==> config.mk <==
export PLATFORM = sky130hd
export DESIGN_NAME = instr_encoder
export DESIGN_NICKNAME = d
export VERILOG_FILES = /design/src/rtl/mips_isa_pkg.sv /design/src/rtl/instr_field_encoder.sv /design/src/rtl/instr_encoder.sv
export SDC_FILE = /design/constraint.sdc
export NUM_CORES = 1
export LEC_CHECK = 0
export BUFFER_PORTS_ARGS = -buffer_cell sky130_fd_sc_hd__buf_2
export CAP_MARGIN = 20
export CORE_AREA = 5 5 132 109
export CTS_BUF_LIST = sky130_fd_sc_hd__clkbuf_16
export CTS_CLUSTER_SIZE = 30
export DETAILED_ROUTE_END_ITERATION = 6
export DIE_AREA = 0 0 137 114
export PLACE_DENSITY_LB_ADDON = 0.08
export SLEW_MARGIN = 25
export SYNTH_ARGS = -nofsm -noshare
export SYNTH_HDL_FRONTEND = slang
export SYNTH_SLANG_ARGS = --single-unit
export TNS_END_PERCENT = 1
==> constraint.sdc <==
create_clock -name clk_i -period 2.2 [get_ports clk_i]
set_input_delay 0.11 -clock clk_i [delete_from_list [all_inputs] [get_ports clk_i]]
set_output_delay 0.11 -clock clk_i [all_outputs]
set_load 0.005 [all_outputs]
==> src/rtl/mips_isa_pkg.sv <==
// ISA constants shared by the CPU control decoder and the instruction encoder,
// plus the request selector codes and the loader FSM state type.
package mips_isa_pkg;

   localparam logic [5:0] OPC_RTYPE = 6'b000000;
   localparam logic [5:0] OPC_ADDI  = 6'b001000;
   localparam logic [5:0] OPC_SLTI  = 6'b001010;
   localparam logic [5:0] OPC_BEQ   = 6'b000100;
   localparam logic [5:0] OPC_LW    = 6'b100011;
   localparam logic [5:0] OPC_SW    = 6'b101011;
   localparam logic [5:0] OPC_J     = 6'b000010;
   localparam logic [5:0] OPC_JAL   = 6'b000011;

   localparam logic [5:0] FUNCT_ADD = 6'b100000;
   localparam logic [5:0] FUNCT_SUB = 6'b100010;
   localparam logic [5:0] FUNCT_AND = 6'b100100;
   localparam logic [5:0] FUNCT_OR  = 6'b100101;
   localparam logic [5:0] FUNCT_SLT = 6'b101010;
   localparam logic [5:0] FUNCT_JR  = 6'b001000;

   typedef enum logic [3:0] {
      OPS_ADD  = 4'd0,
      OPS_SUB  = 4'd1,
      OPS_AND  = 4'd2,
      OPS_OR   = 4'd3,
      OPS_SLT  = 4'd4,
      OPS_JR   = 4'd5,
      OPS_ADDI = 4'd6,
      OPS_SLTI = 4'd7,
      OPS_BEQ  = 4'd8,
      OPS_LW   = 4'd9,
      OPS_SW   = 4'd10,
      OPS_J    = 4'd11,
      OPS_JAL  = 4'd12
   } op_sel_e;

   typedef enum logic [1:0] {
      ST_IDLE = 2'd0,
      ST_LOAD = 2'd1,
      ST_DONE = 2'd2
   } state_e;

   function automatic logic [31:0] r_word(input logic [4:0] rs, input logic [4:0] rt,
                                          input logic [4:0] rd, input logic [5:0] funct);
      return {OPC_RTYPE, rs, rt, rd, 5'b00000, funct};
   endfunction

   function automatic logic [31:0] i_word(input logic [5:0] opc, input logic [4:0] rs,
                                          input logic [4:0] rt, input logic [15:0] imm);
      return {opc, rs, rt, imm};
   endfunction

endpackage

==> src/rtl/instr_field_encoder.sv <==
// Combinational packer: selector plus operand fields to a 32-bit instruction word.
// Unassigned selectors produce an all-zero word (NOP) and raise illegal_o.
module instr_field_encoder
   import mips_isa_pkg::*;
(
   input  logic [3:0]  op_sel_i,
   input  logic [4:0]  rs_i,
   input  logic [4:0]  rt_i,
   input  logic [4:0]  rd_i,
   input  logic [15:0] imm_i,
   input  logic [25:0] target_i,
   output logic [31:0] word_o,
   output logic        illegal_o
);

   always_comb begin
      word_o    = 32'h0000_0000;
      illegal_o = 1'b0;
      case (op_sel_i)
         OPS_ADD:  word_o = r_word(rs_i, rt_i, rd_i, FUNCT_ADD);
         OPS_SUB:  word_o = r_word(rs_i, rt_i, rd_i, FUNCT_SUB);
         OPS_AND:  word_o = r_word(rs_i, rt_i, rd_i, FUNCT_AND);
         OPS_OR:   word_o = r_word(rs_i, rt_i, rd_i, FUNCT_OR);
         OPS_SLT:  word_o = r_word(rs_i, rt_i, rd_i, FUNCT_SLT);
         OPS_JR:   word_o = {OPC_RTYPE, rs_i, 15'b0, FUNCT_JR};
         OPS_ADDI: word_o = i_word(OPC_ADDI, rs_i, rt_i, imm_i);
         OPS_SLTI: word_o = i_word(OPC_SLTI, rs_i, rt_i, imm_i);
         OPS_BEQ:  word_o = i_word(OPC_BEQ, rs_i, rt_i, imm_i);
         OPS_LW:   word_o = i_word(OPC_LW, rs_i, rt_i, imm_i);
         OPS_SW:   word_o = i_word(OPC_SW, rs_i, rt_i, imm_i);
         OPS_J:    word_o = {OPC_J, target_i};
         OPS_JAL:  word_o = {OPC_JAL, target_i};
         default:  illegal_o = 1'b1;
      endcase
   end

endmodule

==> src/rtl/instr_encoder.sv <==
// Instruction-memory loader: accepts encoded requests during a load session and
// writes them at consecutive word addresses, one registered write per accept.
module instr_encoder
   import mips_isa_pkg::*;
#(
   parameter int MAX_WORDS = 256,
   parameter int CNT_W     = 9
) (
   input  logic             clk_i,
   input  logic             rst_i,
   input  logic             start_i,
   input  logic [31:0]      base_addr_i,
   input  logic             in_valid_i,
   output logic             in_ready_o,
   input  logic [3:0]       op_sel_i,
   input  logic [4:0]       rs_i,
   input  logic [4:0]       rt_i,
   input  logic [4:0]       rd_i,
   input  logic [15:0]      imm_i,
   input  logic [25:0]      target_i,
   input  logic             last_i,
   output logic             imem_we_o,
   output logic [31:0]      imem_addr_o,
   output logic [31:0]      imem_data_o,
   output logic             done_o,
   output logic             err_o,
   output logic [CNT_W-1:0] count_o
);

   state_e             state_q, state_d;
   logic [31:0]        base_q, base_d;
   logic [CNT_W-1:0]   count_q, count_d;
   logic               we_q, we_d;
   logic [31:0]        addr_q, addr_d;
   logic [31:0]        data_q, data_d;
   logic               err_q, err_d;

   logic [31:0]        enc_word;
   logic               enc_illegal;
   logic               accept;
   logic [CNT_W-1:0]   count_inc;
   logic               at_max;

   instr_field_encoder u_field_enc (
      .op_sel_i  (op_sel_i),
      .rs_i      (rs_i),
      .rt_i      (rt_i),
      .rd_i      (rd_i),
      .imm_i     (imm_i),
      .target_i  (target_i),
      .word_o    (enc_word),
      .illegal_o (enc_illegal)
   );

   assign accept    = in_valid_i && (state_q == ST_LOAD);
   assign count_inc = count_q + CNT_W'(1);
   assign at_max    = (count_inc == CNT_W'(MAX_WORDS));

   always_comb begin
      state_d = state_q;
      base_d  = base_q;
      count_d = count_q;
      we_d    = 1'b0;
      addr_d  = addr_q;
      data_d  = data_q;
      err_d   = err_q;
      case (state_q)
         ST_IDLE: begin
            if (start_i) begin
               state_d = ST_LOAD;
               base_d  = base_addr_i & 32'hFFFF_FFFC;
               count_d = '0;
               err_d   = 1'b0;
            end
         end
         ST_LOAD: begin
            if (accept) begin
               we_d    = 1'b1;
               // 32-bit add wraps naturally past the top of the address space
               addr_d  = base_q + (32'(count_q) << 2);
               data_d  = enc_word;
               count_d = count_inc;
               if (enc_illegal || (at_max && !last_i)) begin
                  err_d = 1'b1;
               end
               if (last_i || at_max) begin
                  state_d = ST_DONE;
               end
            end
         end
         ST_DONE: state_d = ST_IDLE;
         default: state_d = ST_IDLE;
      endcase
   end

   always_ff @(posedge clk_i) begin
      if (!rst_i) begin
         state_q <= ST_IDLE;
         base_q  <= '0;
         count_q <= '0;
         we_q    <= 1'b0;
         addr_q  <= '0;
         data_q  <= '0;
         err_q   <= 1'b0;
      end else begin
         state_q <= state_d;
         base_q  <= base_d;
         count_q <= count_d;
         we_q    <= we_d;
         addr_q  <= addr_d;
         data_q  <= data_d;
         err_q   <= err_d;
      end
   end

   // DONE lasts exactly one cycle and is entered on the final accept, so it
   // lines up with the final write strobe.
   assign in_ready_o  = (state_q == ST_LOAD);
   assign done_o      = (state_q == ST_DONE);
   assign imem_we_o   = we_q;
   assign imem_addr_o = addr_q;
   assign imem_data_o = data_q;
   assign err_o       = err_q;
   assign count_o     = count_q;

endmodule

==> results.yml, run 1 <==
logic_synthesis:
  yosysMostFrequentCell: "dfxtp_1"
  synth_edf_count: 0
  syn-instance-count: 754
  yosysWarnings: 0
  syn_avg_cell_area_um2: 7.85
  synth_seq_cells: 104
  synth_area_leaders: "dfxtp_1 (35%), nand2_1 (6.5%), a21boi_0 (4.9%)"
  synth_top_area_share_pct: 35.2
  synth.top_cells.by_count: "dfxtp_1 (104), nand2_1 (102), clkbuf_1 (59), o21ai_0 (49), a21oi_1 (40)"
  synth_cell_type_count: 58
  yosysTopAreaCell: "dfxtp_1"
  syn_area_um2: 5920
  synth_flop_cell: "dfxtp_1"
  ys_seq_area_share_pct: 35.2
  synthArstFlopShare_pct: 0
die:
  core_um2: 13100
  die_h_um: 114
  die-area_um2: 15600
  die_w_um: 137
  num_rows: 38
  start_util_pct: 45.3
  io_pins: 175
pwr:
  intPower_mw: 3.24
  clkPwrFrac_pct: 35.2
  switchingPower_mw: 1.28
  power_density_nw_per_um2: 597
  seqPwrFrac_pct: 46.1
  p_sw_share_pct: 28.3
  p_leak_nw: 3.11
  ir_drop_mv: 0.442
  combPwrFrac_pct: 18.7
placed_design:
  dp_hpwl_mm: 13.8
  gp_congestion: 0.901
  pre_cts_slack_ns: 0.0427
  io_buffer_count: 169
clocking:
  path_clk_slew_ns: 0.07
  clockBufferDepth: 2
  numClockSinks: 104
  clk_latency_ns: 0.35
  cts_tree: "done"
  tritoncts.num_buffers: 9
  h-tree-depth: 3
  cts_root_buf: "clkbuf_16"
outcome:
  outcome: "finished clean"
drt:
  drt_first_pass_iters: 5
  drt_iter0_markers: 500
  drt-total-wl_mm: 19.0
  drc: 0
  detailroute.via_count: 6460
  ant_nets: 0
  vias_per_cell: 5.84
  wl_per_cell_um: 17.2
layout:
  antenna_cells: 0
  num-fill-cells: 1231
  final_nets: 1033
  multiInputGateArea_um2: 3600
  drive_gt1_share_pct: 26.9
  regArea_um2: 2090
  syn2layout_area_growth_pct: 27.9
global_route:
  grt_pass1_wl_mm: 29.9
  grt-ovfl-total: 0
  grt_max_degree: 53
  antenna_found_initial: 0
  track_usage_pct: 23.6
  use_met3_pct: 6.08
  top_usage_layer: "met2"
  grt_use_met2_pct: 38.7
  grt_pass1_vias: 6142
  use_met1_pct: 30.9
worst_setup_path:
  crit_arrival_ns: 2.37
  crit_path_start_kind: "register"
  cp.required_ns: 2.44
  crit_type: "reg -> reg"
  worstPathMaxFanout: 5
  endpoint_kind: "register"
run:
  drv.max_cap_violation_count: 0
timing:
  tightest_slew_ns: 0.755
  fin_crit_sh_pct: 96.8
  max_freq_mhz: 470
  slew_viol_final: 0
  skew_ns: 0.00841
  min_period_ns: 2.13
  worst_slack_ns: 0.0708
  setup_viol: 0
  relSlewSlack_pct: 49.6
  finalHoldViolCount: 0
  rsz0062_at_grt: "true"
  setup_tns_ns: 0
hold_path:
  hp-class: "in -> reg"
-- layout by cell type, fill, tap and decap left out, types with 5 or more instances in the layout --
cell / instances
a211oi_1: 22
a21boi_0: 39
a21o_1: 5
a21oi_1: 38
a221oi_1: 12
a22oi_1: 28
a31oi_1: 14
a32oi_1: 12
and2_1: 15
buf_2: 169
buf_4: 37
clkbuf_16: 9
dfxtp_1: 102
dlygate4sd3_1: 13
ha_1: 10
inv_1: 15
nand2_1: 101
nand2b_1: 5
nand3_1: 21
nand4_1: 6
nor2_1: 37
nor2b_1: 14
nor3_1: 8
nor3b_1: 17
o211a_1: 5
o211ai_1: 8
o21a_1: 5
o21ai_0: 49
o22ai_1: 16
o31ai_1: 11
or2_2: 5
or3_1: 5
or4_1: 8
xnor2_1: 6
-- layout make-up --
class / count / area share [%]
inverters: 15 / 0.744
multi-input cells: 571 / 47.6
clock inverters: 6 / 0.810
clock buffers: 9 / 2.97
well taps: 180 / 2.97
flip-flops and latches: 104 / 27.6
repair buffers: 222 / 17.4
-- kinds of logic after synthesis --
| family | after synthesis | share of synthesized area (%) |
|---|---|---|
| other cells | 1 | 0.0634 |
| xor+xnor | 9 | 1.33 |
| fa+ha+maj | 12 | 2.66 |
| flops | 104 | 35.2 |
| mux | 2 | 0.338 |
| buf+inv | 81 | 5.37 |
| simple gates | 258 | 21.8 |
| compound gates | 287 | 33.3 |
-- power groups by stage --
| stage | combinational [mW] | sequential [mW] | clock [mW] |
|---|---|---|---|
| after global placement | 0.797 | 2.12 | 0 |
| after CTS | 0.844 | 2.09 | 1.63 |
| after floorplan | 0.465 | 2.12 | 0 |
| final | 0.845 | 2.09 | 1.59 |
| after global routing | 0.937 | 2.10 | 1.69 |
| after detailed placement | 0.823 | 2.13 | 0 |
-- critical path, cell delays in order (launching register included) --
cell and delay [ns]:
dfxtp_4 0.35, ha_2 0.17, inv_1 0.05, fa_2 0.34
nor2b_2 0.13, o211ai_1 0.21, buf_4 0.23, a2111oi_4 0.31
xnor2_1 0.15, a21oi_1 0.08
-- timing repair --
action,in CTS,in global routing
endpoints found under the hold margin,13,0
resized for setup,0,8
hold buffers,13,0
setup buffers,0,1
setup endpoints to repair,0,9
-- stage by stage --
step | instance area (µm²) | power (mW) | hold slack, ns | std cells | utilization [%]
2_1_floorplan | 5960 | 2.59 | 0.212 | 756 | -
4_1_cts | 7530 | 4.56 | 0.0000946 | 1106 | 57.6
3_3_place_gp | 7110 | 2.92 | 0.345 | 1078 | 54.4
5_1_grt | 7570 | 4.73 | 0.00612 | 1107 | 57.9
3_5_place_dp | 7110 | 2.95 | 0.340 | 1078 | 54.4
6_report | 7570 | 4.52 | 0.00661 | 1107 | 57.9
-- state kept, by name, summed over array words and instances (netlist names) --
signal / count
state_q: 2
count_o: 9
base_q: 30
imem_data_o: 31
imem_we_o: 1
err_o: 1
imem_addr_o: 30
-- routing by layer --
| metal | share of wire, % | vias up |
|---|---|---|
| met5 | 0 | - |
| met4 | 1.7 | 0 |
| met3 | 7.6 | 34 |
| met2 | 46 | 266 |
| met1 | 45 | 3027 |
| li1 | - | 3133 |
-- worst paths after layout --
kind         cells past startpoint  slack, ns       startpoint               to
min reg2reg                      2       0.46  imem_data_o[29]  imem_data_o[29]
min                              3      0.007     target_i[12]  imem_data_o[12]
max                              9       0.07       count_o[0]  imem_addr_o[22]
max reg2reg                      9       0.07       count_o[0]  imem_addr_o[22]
(Power assumes the default switching activity.)
==> run 2: changes to the inputs <==
--- a/config.mk
+++ b/config.mk
@@ -8,9 +8,11 @@
 export BUFFER_PORTS_ARGS = -buffer_cell sky130_fd_sc_hd__buf_2
 export CAP_MARGIN = 20
-export CORE_AREA = 5 5 132 109
+export CELL_PAD_IN_SITES_DETAIL_PLACEMENT = 1
+export CELL_PAD_IN_SITES_GLOBAL_PLACEMENT = 1
+export CORE_AREA = 5 5 154 127
 export CTS_BUF_LIST = sky130_fd_sc_hd__clkbuf_16
 export CTS_CLUSTER_SIZE = 30
 export DETAILED_ROUTE_END_ITERATION = 6
-export DIE_AREA = 0 0 137 114
+export DIE_AREA = 0 0 159 132
 export PLACE_DENSITY_LB_ADDON = 0.08
 export SLEW_MARGIN = 25
==> constraint.sdc (replaced) <==
create_clock -name clk_i -period 2.2 [get_ports clk_i]
set_input_delay 0.22 -clock clk_i [delete_from_list [all_inputs] [get_ports clk_i]]
set_output_delay 0.22 -clock clk_i [all_outputs]
set_load 0.005 [all_outputs]
==> run 2 against run 1 <==
  * Via count grew 1.0%
  * First-iteration DRC count shrank 40%
  * Worst setup slack lost 0.063 ns
  * Critical path depth is the same
  * Sequential share of layout area shrank 0.44 points
  * Global-route usage shrank 2.9 points
  * Maximum frequency shrank 2.9%
  * Clock skew is essentially flat
  * Flip-flop and latch count is the same
  * Non-clock buffer count grew 3
  * Sequential power is essentially flat
  * Highest routed layer unchanged
==> results.yml, run 2 (same netlist as run 1, synthesis figures left out) <==
global_route:
  track_usage_pct: 20.6
  grt_pass1_wl_mm: 36.3
  antenna_found_initial: 0
  grt-ovfl-total: 0
  grt_max_degree: 53
  grt_pass1_vias: 6762
timing:
  setup_tns_ns: 0
  finalHoldViolCount: 0
  skew_ns: 0.00852
  max_freq_mhz: 456
  worst_slack_ns: 0.00759
  setup_viol: 0
  fin_crit_sh_pct: 99.7
  min_period_ns: 2.19
  rsz0062_at_grt: "true"
  hold_ws_ns: 0.0880
  tightest_slew_ns: 0.717
  relSlewSlack_pct: 52.1
  slew_viol_final: 0
drt:
  ant_nets: 0
  drt_first_pass_iters: 4
  wl_per_cell_um: 19.1
  drt-total-wl_mm: 22.2
  vias_per_cell: 5.62
  detailroute.via_count: 6525
  drc: 0
  drt_iter0_markers: 302
layout:
  antenna_cells: 0
  largest_reg_flops: 31
  drive_gt1_share_pct: 29.8
  num-fill-cells: 2222
  fin_util_pct: 43.3
  multiInputGateArea_um2: 3660
  final_common_cell: "buf_2"
  regArea_um2: 2090
  final_nets: 1036
  syn2layout_area_growth_pct: 30.0
  final_cell_mix: "buf_2 (169), nand2_1 (101), dfxtp_1 (101), buf_4 (54), o21ai_0 (49)"
worst_setup_path:
  endpoint_kind: "register"
  path_cells: "ha_4 > inv_2 > fa_2 > nor2b_2 > o211ai_1 > buf_4 > a2111oi_4 > xnor2_1 > a21oi_1"
  path_buf_inv: 2
  cp_top_family: "compound AO/OA/AOI/OAI gates"
  crit_type: "reg -> reg"
  crit_path_start_kind: "register"
  crit_path_top_delay_cell: "fa_2"
  cpPeakStageDelay_ns: 0.38
  worstPathMaxFanout: 4
  crit_arrival_ns: 2.44
  cp.required_ns: 2.45
outcome:
  outcome: "finished clean"
hold_path:
  hp-class: "in -> reg"
clocking:
  clk_latency_ns: 0.37
  path_clk_slew_ns: 0.08
  tritoncts.num_buffers: 9
  h-tree-depth: 3
  ctsHoldBuffers: 0
  cts_tree: "done"
  numClockSinks: 104
  clockBufferDepth: 2
  cts_root_buf: "clkbuf_16"
die:
  die-area_um2: 21000
  start_util_pct: 33.3
  num_rows: 44
  core_um2: 17800
  die_h_um: 132
  io_pins: 175
  die_w_um: 159
placed_design:
  pre_cts_slack_ns: -0.000536
  gp_congestion: 0.833
  dp_hpwl_mm: 16.3
  io_buffer_count: 169
run:
  drv.max_cap_violation_count: 0
pwr:
  p_total_mw: 4.71
  p_leak_nw: 3.13
  power_density_nw_per_um2: 612
  ir_drop_mv: 0.363
## run 2: metrics by stage
| step | cell area, µm² | cells |
|---|---|---|
| floorplan | 5960 | 756 |
| CTS | 7610 | 1159 |
| global route | 7700 | 1161 |
| finish | 7700 | 1161 |
| global placement | 7270 | 1143 |
| detailed placement | 7270 | 1143 |
## run 2: final cells by class
cell class / count / area share, %
sequential: 104 / 27.1
tap: 230 / 3.74
multi-input combinational: 571 / 47.6
inverter: 15 / 0.731
timing repair buffer: 225 / 16.8
clock inverter: 7 / 1.12
clock buffer: 9 / 2.93
## run 2: routing by layer
metal / global-route usage, % / up-vias / share of wire, %
met5: 0 / - / 0
li1: - / 3144 / -
met1: 28.9 / 3198 / 48
met2: 32.6 / 164 / 46
met4: 4.88 / 0 / 1.3
met3: 4.56 / 19 / 4.8
## run 2: final timing paths
check                                startpoint              end  slack [ns]  cells past startpoint
worst max-delay path                  base_q[2]  imem_addr_o[22]       0.008                      9
worst min-delay path                     last_i            err_o        0.09                      2
worst max register to register        base_q[2]  imem_addr_o[22]       0.008                      9
worst min register to register  imem_data_o[31]  imem_data_o[31]        0.47                      2
## run 2: timing repair
action	CTS	global route
gates resized for setup	4	16
setup endpoints to repair	3	22
pin swaps	2	10
setup buffers	0	2
## run 2: power by group
group          total [mW]  leakage, nW  switching [mW]  internal, mW
Sequential           2.08        0.851          0.0832          2.00
Combinational       0.875         2.12           0.505         0.370
Clock                1.75        0.150           0.843         0.911
Total                4.71         3.13            1.43          3.28
